===== src/rtl/pc_fetch_sequencer.sv =====
// Fetch/execute sequencer for the 32-bit MIPS core.
// Owns the architectural PC and retired counter and handles stall, halt and fetch timeout.
module pc_fetch_sequencer #(
    parameter int unsigned PC_W     = 14,
    parameter int unsigned RESET_PC = 0,
    parameter int unsigned TIMEOUT  = 15,
    parameter int unsigned CNT_W    = 16
) (
    input  logic             clk_i,
    input  logic             reset_i,
    output logic             imem_req_o,
    output logic [PC_W-1:0]  imem_addr_o,
    input  logic             imem_ack_i,
    input  logic [31:0]      imem_rdata_i,
    output logic [31:0]      instr_o,
    output logic             instr_valid_o,
    input  logic             exec_done_i,
    input  logic             stall_i,
    input  logic             halt_i,
    input  logic [PC_W-1:0]  new_pc_i,
    output logic [PC_W-1:0]  pc_o,
    output logic [CNT_W-1:0] retired_o,
    output logic             halted_o,
    output logic             fetch_err_o
);

    localparam int unsigned TO_W = $clog2(TIMEOUT + 1);
    localparam logic [TO_W-1:0] TO_LAST = TO_W'(TIMEOUT - 1);
    localparam logic [TO_W-1:0] TO_MAX  = TO_W'(TIMEOUT);

    typedef enum logic [1:0] {
        ST_RST_WAIT,
        ST_FETCH,
        ST_EXEC,
        ST_HALT
    } state_e;

    state_e            state_q, state_d;
    logic [PC_W-1:0]   pc_q, pc_d;
    logic [31:0]       instr_q, instr_d;
    logic [CNT_W-1:0]  retired_q, retired_d;
    logic              halted_q, halted_d;
    logic              fetchErr_q, fetchErr_d;
    logic [TO_W-1:0]   toCnt_q, toCnt_d;

    // An ack arriving on the last allowed cycle is taken, so the timeout
    // fires only when the cycle that would reach TIMEOUT also lacks an ack.
    always_comb begin
        state_d       = state_q;
        pc_d          = pc_q;
        instr_d       = instr_q;
        retired_d     = retired_q;
        halted_d      = halted_q;
        fetchErr_d    = fetchErr_q;
        toCnt_d       = toCnt_q;
        imem_req_o    = 1'b0;
        instr_valid_o = 1'b0;

        case (state_q)
            ST_RST_WAIT: begin
                state_d = ST_FETCH;
            end
            ST_FETCH: begin
                imem_req_o = 1'b1;
                if (imem_ack_i) begin
                    instr_d = imem_rdata_i;
                    state_d = ST_EXEC;
                end else if (toCnt_q == TO_LAST) begin
                    toCnt_d    = TO_MAX;
                    fetchErr_d = 1'b1;
                    halted_d   = 1'b1;
                    state_d    = ST_HALT;
                end else begin
                    toCnt_d = toCnt_q + TO_W'(1);
                end
            end
            ST_EXEC: begin
                instr_valid_o = 1'b1;
                if (exec_done_i && !stall_i) begin
                    retired_d = retired_q + CNT_W'(1);
                    if (halt_i) begin
                        halted_d = 1'b1;
                        state_d  = ST_HALT;
                    end else begin
                        pc_d    = new_pc_i;
                        toCnt_d = '0;
                        state_d = ST_FETCH;
                    end
                end
            end
            ST_HALT: begin
                state_d = ST_HALT;
            end
            default: begin
                state_d = ST_RST_WAIT;
            end
        endcase
    end

    always_ff @(posedge clk_i) begin
        if (reset_i) begin
            state_q    <= ST_RST_WAIT;
            pc_q       <= PC_W'(RESET_PC);
            instr_q    <= '0;
            retired_q  <= '0;
            halted_q   <= 1'b0;
            fetchErr_q <= 1'b0;
            toCnt_q    <= '0;
        end else begin
            state_q    <= state_d;
            pc_q       <= pc_d;
            instr_q    <= instr_d;
            retired_q  <= retired_d;
            halted_q   <= halted_d;
            fetchErr_q <= fetchErr_d;
            toCnt_q    <= toCnt_d;
        end
    end

    assign imem_addr_o = pc_q;
    assign pc_o        = pc_q;
    assign instr_o     = instr_q;
    assign retired_o   = retired_q;
    assign halted_o    = halted_q;
    assign fetch_err_o = fetchErr_q;

endmodule

===== config.mk =====
export PLATFORM = sky130hd
export DESIGN_NAME = pc_fetch_sequencer
export DESIGN_NICKNAME = d
export VERILOG_FILES = /design/src/rtl/pc_fetch_sequencer.sv
export SDC_FILE = /design/constraint.sdc
export NUM_CORES = 1
export LEC_CHECK = 0
export ABC_AREA = 1
export BUFFER_PORTS_ARGS = -buffer_cell sky130_fd_sc_hd__buf_2
export CAP_MARGIN = 20
export CORE_MARGIN = 2
export CORE_UTILIZATION = 51
export CTS_CLUSTER_SIZE = 20
export DETAILED_ROUTE_END_ITERATION = 12
export HOLD_SLACK_MARGIN = 0.05
export PLACE_DENSITY = 0.92
export SYNTH_ARGS = -nofsm -noshare
export SYNTH_HDL_FRONTEND = slang
export SYNTH_SLANG_ARGS = --single-unit

===== constraint.sdc =====
create_clock -name clk_i -period 2.95 [get_ports clk_i]
set_clock_uncertainty 0.15 [all_clocks]
set_input_delay 0.1475 -clock clk_i [delete_from_list [all_inputs] [get_ports clk_i]]
set_output_delay 0.1475 -clock clk_i [all_outputs]
set_load 0.02 [all_outputs]

# Word-level counts from Yosys, hierarchy flattened
# Index checks and enable logic that the tools add are counted.
# totals
rom_bits,0
mem_count,0
register_bits,70
mem_bits_rw,0
output_inout_bits,80
latchBits,0
wordCells,49
# op_classes
n_div,0
eq_ne,10
n_shift,0
order_cmp,0
reduce_logical,11
mux,17
addsub,2
n_bitwise,2
mul,0
# op_table
op,count
$add 16x1->16 const B,1
$mux 4,4
$ne 2x2->1 const B,5
$mux 2,4
$pmux 2 s4,1
$pmux 4 s2,1
$mux 1,6
$reduce_and 2->1,3
$reduce_and 3->1,2
$reduce_and 5->1,1
$add 4x1->4 const B,1
$eq 2x2->1 const B,2
$eq 4x4->1 const B,1
$reduce_and 4->1,1
$ne 3x3->1 const B,1
$eq 2x1->1 const B,1
$logic_not 2->1,1
$not 1->1,2
$pmux 1 s2,1
$reduce_bool 2->1,1
$logic_and 1x1->1,1
$logic_not 1->1,1

# Logic depth before layout (Yosys ltp)
# Gate-level depths: netlist (run 1).
# depth
word_depth,4
mapped_depth,9

# Worst setup path after synthesis (run 1)
# OpenSTA, ideal clock, no wires.
# synth_path
kind,reg2reg
start,"reg retired_q[0], in the netlist retired_o[0]"
end,"reg retired_q[12], in the netlist retired_o[12]"
n_path_buf,0
slack_ps,1388
path_stages_with_launch,9
t_arrival_ps,1297
t_required_ps,2685
cell_sequence,dfxtp_1 > ha_1 > inv_1 > nor2_2 > nand3_2 > nor2_4 > nand3_1 > nand2_1 > nor2_1
# synth_via
elab_chain_len,1
# synth_lines
element,line_no,text
from (decl),41,"logic [CNT_W-1:0] retired_q, retired_d;"
from (signal assigned),113,retired_q <= retired_d;
$add 16x1->16,80,retired_d = retired_q + CNT_W'(1);
# Every way passes these cells.
# A chain may end at the register's enable or synchronous reset.

==> summary.txt, run 1 <==
Clock network
  • Reg clk slew, reported paths: 0.08 ns
  • TritonCTS clock tree: done
  • PostCTS Resize Cnt: 0
  • CTS Buf Count: 9
  • # clock sinks: 70
  • Post-CTS Setup Bufs: 0
  • H-tree depth: 3
  • CTS Buffer Depth: 2
  • Hold buffer count at CTS: 48
  • Later-pin clock latency in the skew report: 0.33 ns
  • Root buffer cell: clkbuf_8

STA
  • Final hold vios: 0
  • Worst Tran Pin Value: 0.965 ns
  • Fin crit period: 2.01 ns
  • Setup_tns: 0 ns
  • Slew headroom: 35.6%
  • Final Cycle Share: 68.1%
  • Fmax: 498 MHz
  • Final Setup Violations: 0
  • Unrepaired setup endpoints after global routing: no
  • Slew Viols, Final: 0

Worst setup path
  • Crit start category: input port
  • R2r setup slk: 1.07 ns
  • Top delay family on crit path: buffers and inverters
  • Arrival time at the worst endpoint: 2.12 ns
  • Element type at the critical path end: flop
  • Crit Path Class: input port to flop
  • CP required: 3.07 ns
  • Cell Chain, Critical Path: dlygate4sd3_1 > buf_2 > inv_1 > buf_4 > o21ai_0 > nor2_1
  • CP Buf/Inv Count: 4
  • CP max stage cell: dlygate4sd3_1
  • Critical path peak fanout: 35
  • Worst Reg-to-Reg Cells: 6
  • R2R Path End: instr_o[27]$_SDFFE_PP0P_
  • Launch point of the worst reg-to-reg path: state_q[1]$_SDFFE_PP0P_
  • Critical path's largest stage delay: 0.54 ns

Synth
  • Post-synthesis xor/xnor area fraction: 1.18%
  • Post-synthesis register bit count: 70
  • Syn Area/Cell: 7.55 um2
  • Yosys warning count: 0
  • Post-synthesis mux area share: 0%
  • Top_reg_cell synth: dfxtp_1
  • Syn nets: 449
  • Ranking of synthesized cells by area: dfxtp_1, nor2_1, o21ai_0, nand2_1, buf_4
  • Ys async rst share: 0%
  • Synth cell count leaders: nor2_1, dfxtp_1, o21ai_0, nand2_1, inv_1
  • Count leader, synth: nor2_1
  • Mapped Area: 2980 um2
  • Number of flops mapped to enable cells by yosys: 0
  • Sequential share of the synthesized area: 47.1%
  • Synth Area in Adders: 1.26%
  • Main combinational cell family by area after synthesis: simple AND/OR/NAND/NOR gates
  • Compound-Gate Fraction of Synth Area: 12.8%
  • Cells after synthesis: 394
  • Top-area cell type share of the netlist area: 47.1%
  • Unique cell type count in the Yosys netlist: 28
  • Leading area contributor after synthesis: dfxtp_1
  • Simple-Gate Fraction of Synth Area: 27.7%

Power and ir drop
  • Power Density: 521 nW/um2
  • Overall Power: 2.22 mW
  • Leak Pwr: 2.19 nW
  • Peak VDD IR: 418 uV

GRT
  • Grt total ovfl: 0
  • Vias in the first global route: 3220
  • GRT Total Usage: 29.6%
  • First-pass GRT wire length: 14.7 mm
  • Initial antenna violation count: 0
  • Largest net degree at the start of global routing: 36

Cells and area
  • Layout cells sized above 1: 30.1%
  • Final design utilization: 76.3%
  • Antenna Diode Count: 0
  • NumNets Final: 612
  • Layout area overhead: 42.9%

Placement
  • Detailed placer's ending HPWL: 5.26 mm
  • I/O Buffers: 131
  • Routability congestion estimate: 0.860

Route
  • DR iter-0 viols: 206
  • Post-Route WL: 9.18 mm
  • Vias: 3271
  • Number of iterations in the first detailed-routing pass: 5
  • DR vias/cell: 5.16
  • Routed length per instance: 14.5 um
  • ANT nets after route: 0
  • # DRC: 0

Floorplan
  • Num rows: 27
  • Starting density of the core: 53.4%
  • Die Height: 80.4 um
  • Top Ports: 132
  • Core area: 5570 um2
  • DIE AREA: 6460 um2
  • Die width: 80.4 um

Worst hold path
  • Hold Path Class: input port to flop
  • Hold Path Depth: 4
  • Hold Path Sink: state_q[0]$_SDFFE_PP0P_
  • Min-delay src: stall_i

Status
  • Status: complete, no violations

Job
  • Max cap viols: 0
-- where the power goes --
group,switching (mW),total [mW],internal [mW]
logic,0.205,0.343,0.137
clock network,0.371,0.849,0.479
registers,0.0324,1.02,0.992
total,0.609,2.22,1.61
-- placed cells by master (no fill, tap or decap), types with 3 or more instances in the layout --
master	instances
dlygate4sd3_1	48
inv_1	27
dfxtp_1	70
nand4_1	4
xor2_1	4
nand2_1	38
ha_1	3
clkbuf_8	9
nor2_4	5
a21oi_1	16
o21ai_0	53
nand3_1	7
buf_2	131
nor2_1	117
inv_2	3
-- per-stage QoR --
stage	setup WS, ns	hold WS [ns]	std cells	cell area, um2
floorplan	1.39	0.0666	394	2980
global placement	1.29	0.218	570	3550
detailed placement	1.23	0.224	570	3550
CTS	1.06	0.0688	634	4250
global route	0.851	0.126	634	4250
finish	0.941	0.0910	634	4250
-- registers in the layout, summed over array words and instances (netlist names) --
| register | flops |
|---|---|
| instr_o | 32 |
| retired_o | 16 |
| imem_addr_o | 14 |
| toCnt_q | 4 |
| state_q | 2 |
| fetch_err_o | 1 |
| halted_o | 1 |
-- worst max-delay path by stage --
stage / start / endpoint / cells past startpoint / slack, ns
finish: reset_i / instr_o[10]$_SDFFE_PP0P_ / 6 / 0.94
global route: reset_i / instr_o[10]$_SDFFE_PP0P_ / 6 / 0.85
CTS: reset_i / instr_o[15]$_SDFFE_PP0P_ / 6 / 1.06
detailed placement: state_q[1]$_SDFFE_PP0P_ / instr_o[21]$_SDFFE_PP0P_ / 6 / 1.23
global placement: state_q[1]$_SDFFE_PP0P_ / instr_o[29]$_SDFFE_PP0P_ / 6 / 1.29
floorplan: retired_o[0]$_SDFFE_PP0P_ / retired_o[12]$_SDFFE_PP0P_ / 8 / 1.39
-- metal layers --
layer | GRT usage [%] | vias to the layer above | share of wire [%]
li1 | - | 1560 | -
met1 | 32.8 | 1492 | 38
met2 | 51.6 | 185 | 51
met3 | 8.31 | 34 | 8.3
met4 | 14.7 | 0 | 3.2
met5 | 0 | - | 0
-- final cells by class --
cell class	instances	area, um2
flip-flops and latches	70	1400
fillers	397	1320
multi-input cells	265	1280
repair buffers	181	1150
clock buffers	9	124
inverters	30	113
clock inverters	7	97.6
well taps	72	90.1
-- kinds of logic after synthesis --
logic type / Yosys count
flip-flops: 70
adder cells (fa/ha/maj): 3
AO/OA/AOI/OAI: 74
buffers and inverters: 59
AND/OR/NAND/NOR: 184
XOR/XNOR: 4
-- tightest hold or removal path, delay by kind of cell --
kind	cells	cell delay (ns)
AND/OR/NAND/NOR	3	0.27
buffers and inverters	1	0.11
Note: power is estimated with default switching activity, not from simulation.
==> inputs of run 2 (changes only) <==
Settings changed: CORE_UTILIZATION 51 to 47, PLACE_DENSITY 0.92 to 0.87.
Clock period 2.95 ns to 1.9 ns, I/O delays scaled along.
==> run 2 against run 1 <==
Via count fell by 2.3%; wire length fell by 5.3%; cell area grew 1.1%; critical path type unchanged; largest power group unchanged; highest routed layer unchanged.
==> summary.txt, run 2 (same netlist as run 1, synthesis figures left out) <==
Status
  • Status: complete, no violations (unchanged)

GRT
  • First-pass GRT wire length: 14.5 mm (was 14.7 mm)
  • GRT Total Usage: 25.5% (was 29.6%)
  • Initial antenna violation count: 0 (unchanged)
  • Largest net degree at the start of global routing: 46 (was 36)
  • Grt total ovfl: 0 (unchanged)
  • Vias in the first global route: 3189 (was 3220)

STA
  • Final Setup Violations: 0 (unchanged)
  • Worst Tran Pin Value: 0.388 ns (was 0.965 ns)
  • Fin crit period: 1.64 ns
  • Final Cycle Share: 86.1%
  • Slew Viols, Final: 0 (unchanged)
  • Slew headroom: 74.1% (was 35.6%)
  • Final hold vios: 0 (unchanged)
  • Unrepaired setup endpoints after global routing: no (unchanged)
  • Fmax: 611 MHz
  • Setup_tns: 0 ns (unchanged)

Floorplan
  • Starting density of the core: 49.4% (was 53.4%)
  • Top Ports: 132 (unchanged)
  • Die Height: 83.6 um (was 80.4 um)
  • Die width: 83.6 um (was 80.4 um)
  • Num rows: 28 (was 27)
  • Core area: 6030 um2 (was 5570 um2)
  • DIE AREA: 6990 um2 (was 6460 um2)

Route
  • Number of iterations in the first detailed-routing pass: 5 (unchanged)
  • Vias: 3196 (was 3271)
  • Post-Route WL: 8.69 mm (was 9.18 mm)
  • DR iter-0 viols: 123 (was 206)
  • DR vias/cell: 5.01 (was 5.16)
  • # DRC: 0 (unchanged)
  • ANT nets after route: 0 (unchanged)
  • Routed length per instance: 13.6 um (was 14.5 um)

Cells and area
  • Most common cell after layout, fill and taps aside: buf_2 (unchanged)
  • Filler Cell Count: 464 (was 397)
  • Layout Cells excl Fill: 638 (was 634)
  • NumNets Final: 613 (was 612)
  • Layout area overhead: 44.5% (was 42.9%)
  • Antenna Diode Count: 0 (unchanged)
  • Most frequent cells in the layout: buf_2, nor2_1, dfxtp_1, o21ai_0, dlygate4sd3_1 (unchanged)
  • Multi-input combinational cell area: 1280 um2 (unchanged)
  • Seq. cell area: 1400 um2 (unchanged)
  • Max FFs per register: 32 (unchanged)
  • Layout cells sized above 1: 30.2% (was 30.1%)

Worst setup path
  • Crit start category: input port (unchanged)
  • R2R Path End: retired_o[14]$_SDFFE_PP0P_ (was instr_o[27]$_SDFFE_PP0P_)
  • Launch point of the worst reg-to-reg path: retired_o[1]$_SDFFE_PP0P_ (was state_q[1]$_SDFFE_PP0P_)
  • Element type at the critical path end: flop (unchanged)
  • Crit path to: instr_o[11]$_SDFFE_PP0P_ (was instr_o[10]$_SDFFE_PP0P_)
  • Critical path peak fanout: 45 (was 35)
  • Worst Setup SP: reset_i (unchanged)
  • R2r setup slk: 0.31 ns (was 1.07 ns)
  • Arrival time at the worst endpoint: 1.76 ns (was 2.12 ns)
  • Crit Path Class: input port to flop (unchanged)
  • CP required: 2.03 ns (was 3.07 ns)
  • Worst Reg-to-Reg Cells: 8 (was 6)

Clock network
  • TritonCTS clock tree: done (unchanged)
  • CTS Buffer Depth: 2 (unchanged)
  • PostCTS Resize Cnt: 0 (unchanged)
  • Root buffer cell: clkbuf_8 (unchanged)
  • Reg clk slew, reported paths: 0.08 ns (about the same)
  • H-tree depth: 3 (unchanged)
  • Later-pin clock latency in the skew report: 0.34 ns (was 0.33 ns)
  • # clock sinks: 70 (unchanged)
  • CTS Buf Count: 9 (unchanged)

Placement
  • Detailed placer's ending HPWL: 5.37 mm (was 5.26 mm)
  • # placed instances: 574 (was 570)
  • Routability congestion estimate: 0.928 (was 0.860)
  • I/O Buffers: 131 (unchanged)

Power and ir drop
  • Peak VDD IR: 574 uV (was 418 uV)
  • Leak Pwr: 2.22 nW (was 2.19 nW)
  • Power Density: 830 nW/um2 (was 521 nW/um2)

Worst hold path
  • Hold Path Class: input port to flop (unchanged)
  • Hold Path Depth: 4 (unchanged)

Job
  • Max cap viols: 0 (unchanged)
-- run 2: cell type report --
class                      count  share of cell area, %
sequential                    70                   32.6
multi-input combinational    265                   29.7
timing repair buffer         182                   27.2
clock buffer                   9                   2.88
clock inverter                 7                   2.82
inverter                      30                   2.62
tap                           75                   2.18
-- run 2: layer usage --
| layer | up-vias | GRT usage, % | part of all wire, % |
|---|---|---|---|
| met3 | 31 | 6.43 | 6.8 |
| met4 | 0 | 12.9 | 3.5 |
| met5 | - | 0 | 0 |
| met2 | 142 | 45.1 | 51 |
| met1 | 1461 | 28.1 | 39 |
| li1 | 1562 | - | - |
-- run 2: what timing repair did --
action	CTS	global route
buffers inserted	0	0
setup endpoints to repair	0	0
hold buffers	48	0
hold endpoints to repair	60	0
-- run 2: stage by stage --
step                      power (mW)  hold slack (ns)  worst slack (ns)  area, um2  util (%)
after floorplan                 1.89           0.0141             0.338       2980         -
after global placement          2.04            0.165             0.427       3580      59.3
after detailed placement        2.05            0.171             0.337       3580      59.3
after CTS                       3.57           0.0504             0.320       4300      71.4
after global routing            3.72           0.0839             0.160       4300      71.4
final                           3.57           0.0519             0.264       4300      71.4
-- run 2: worst max-delay path, stage by stage --
cell and delay, ns:
dlygate4sd3_1 0.55, buf_2 0.22, inv_1 0.34, buf_12 0.24, o21ai_0 0.16, nor2_1 0.13
-- run 2: worst min-delay path by stage --
stage | startpoint | to
floorplan | reset_i | retired_o[8]$_SDFFE_PP0P_
global placement | imem_rdata_i[28] | instr_o[28]$_SDFFE_PP0P_
detailed placement | imem_rdata_i[26] | instr_o[26]$_SDFFE_PP0P_
CTS | stall_i | state_q[0]$_SDFFE_PP0P_
global route | stall_i | state_q[0]$_SDFFE_PP0P_
finish | stall_i | state_q[0]$_SDFFE_PP0P_
-- run 2: power breakdown --
group / total (mW) / leakage, nW / internal, mW / switching (mW)
registers: 1.59 / 0.570 / 1.54 / 0.0462
logic: 0.527 / 1.53 / 0.217 / 0.311
clock network: 1.46 / 0.124 / 0.879 / 0.579
total: 3.57 / 2.22 / 2.64 / 0.936
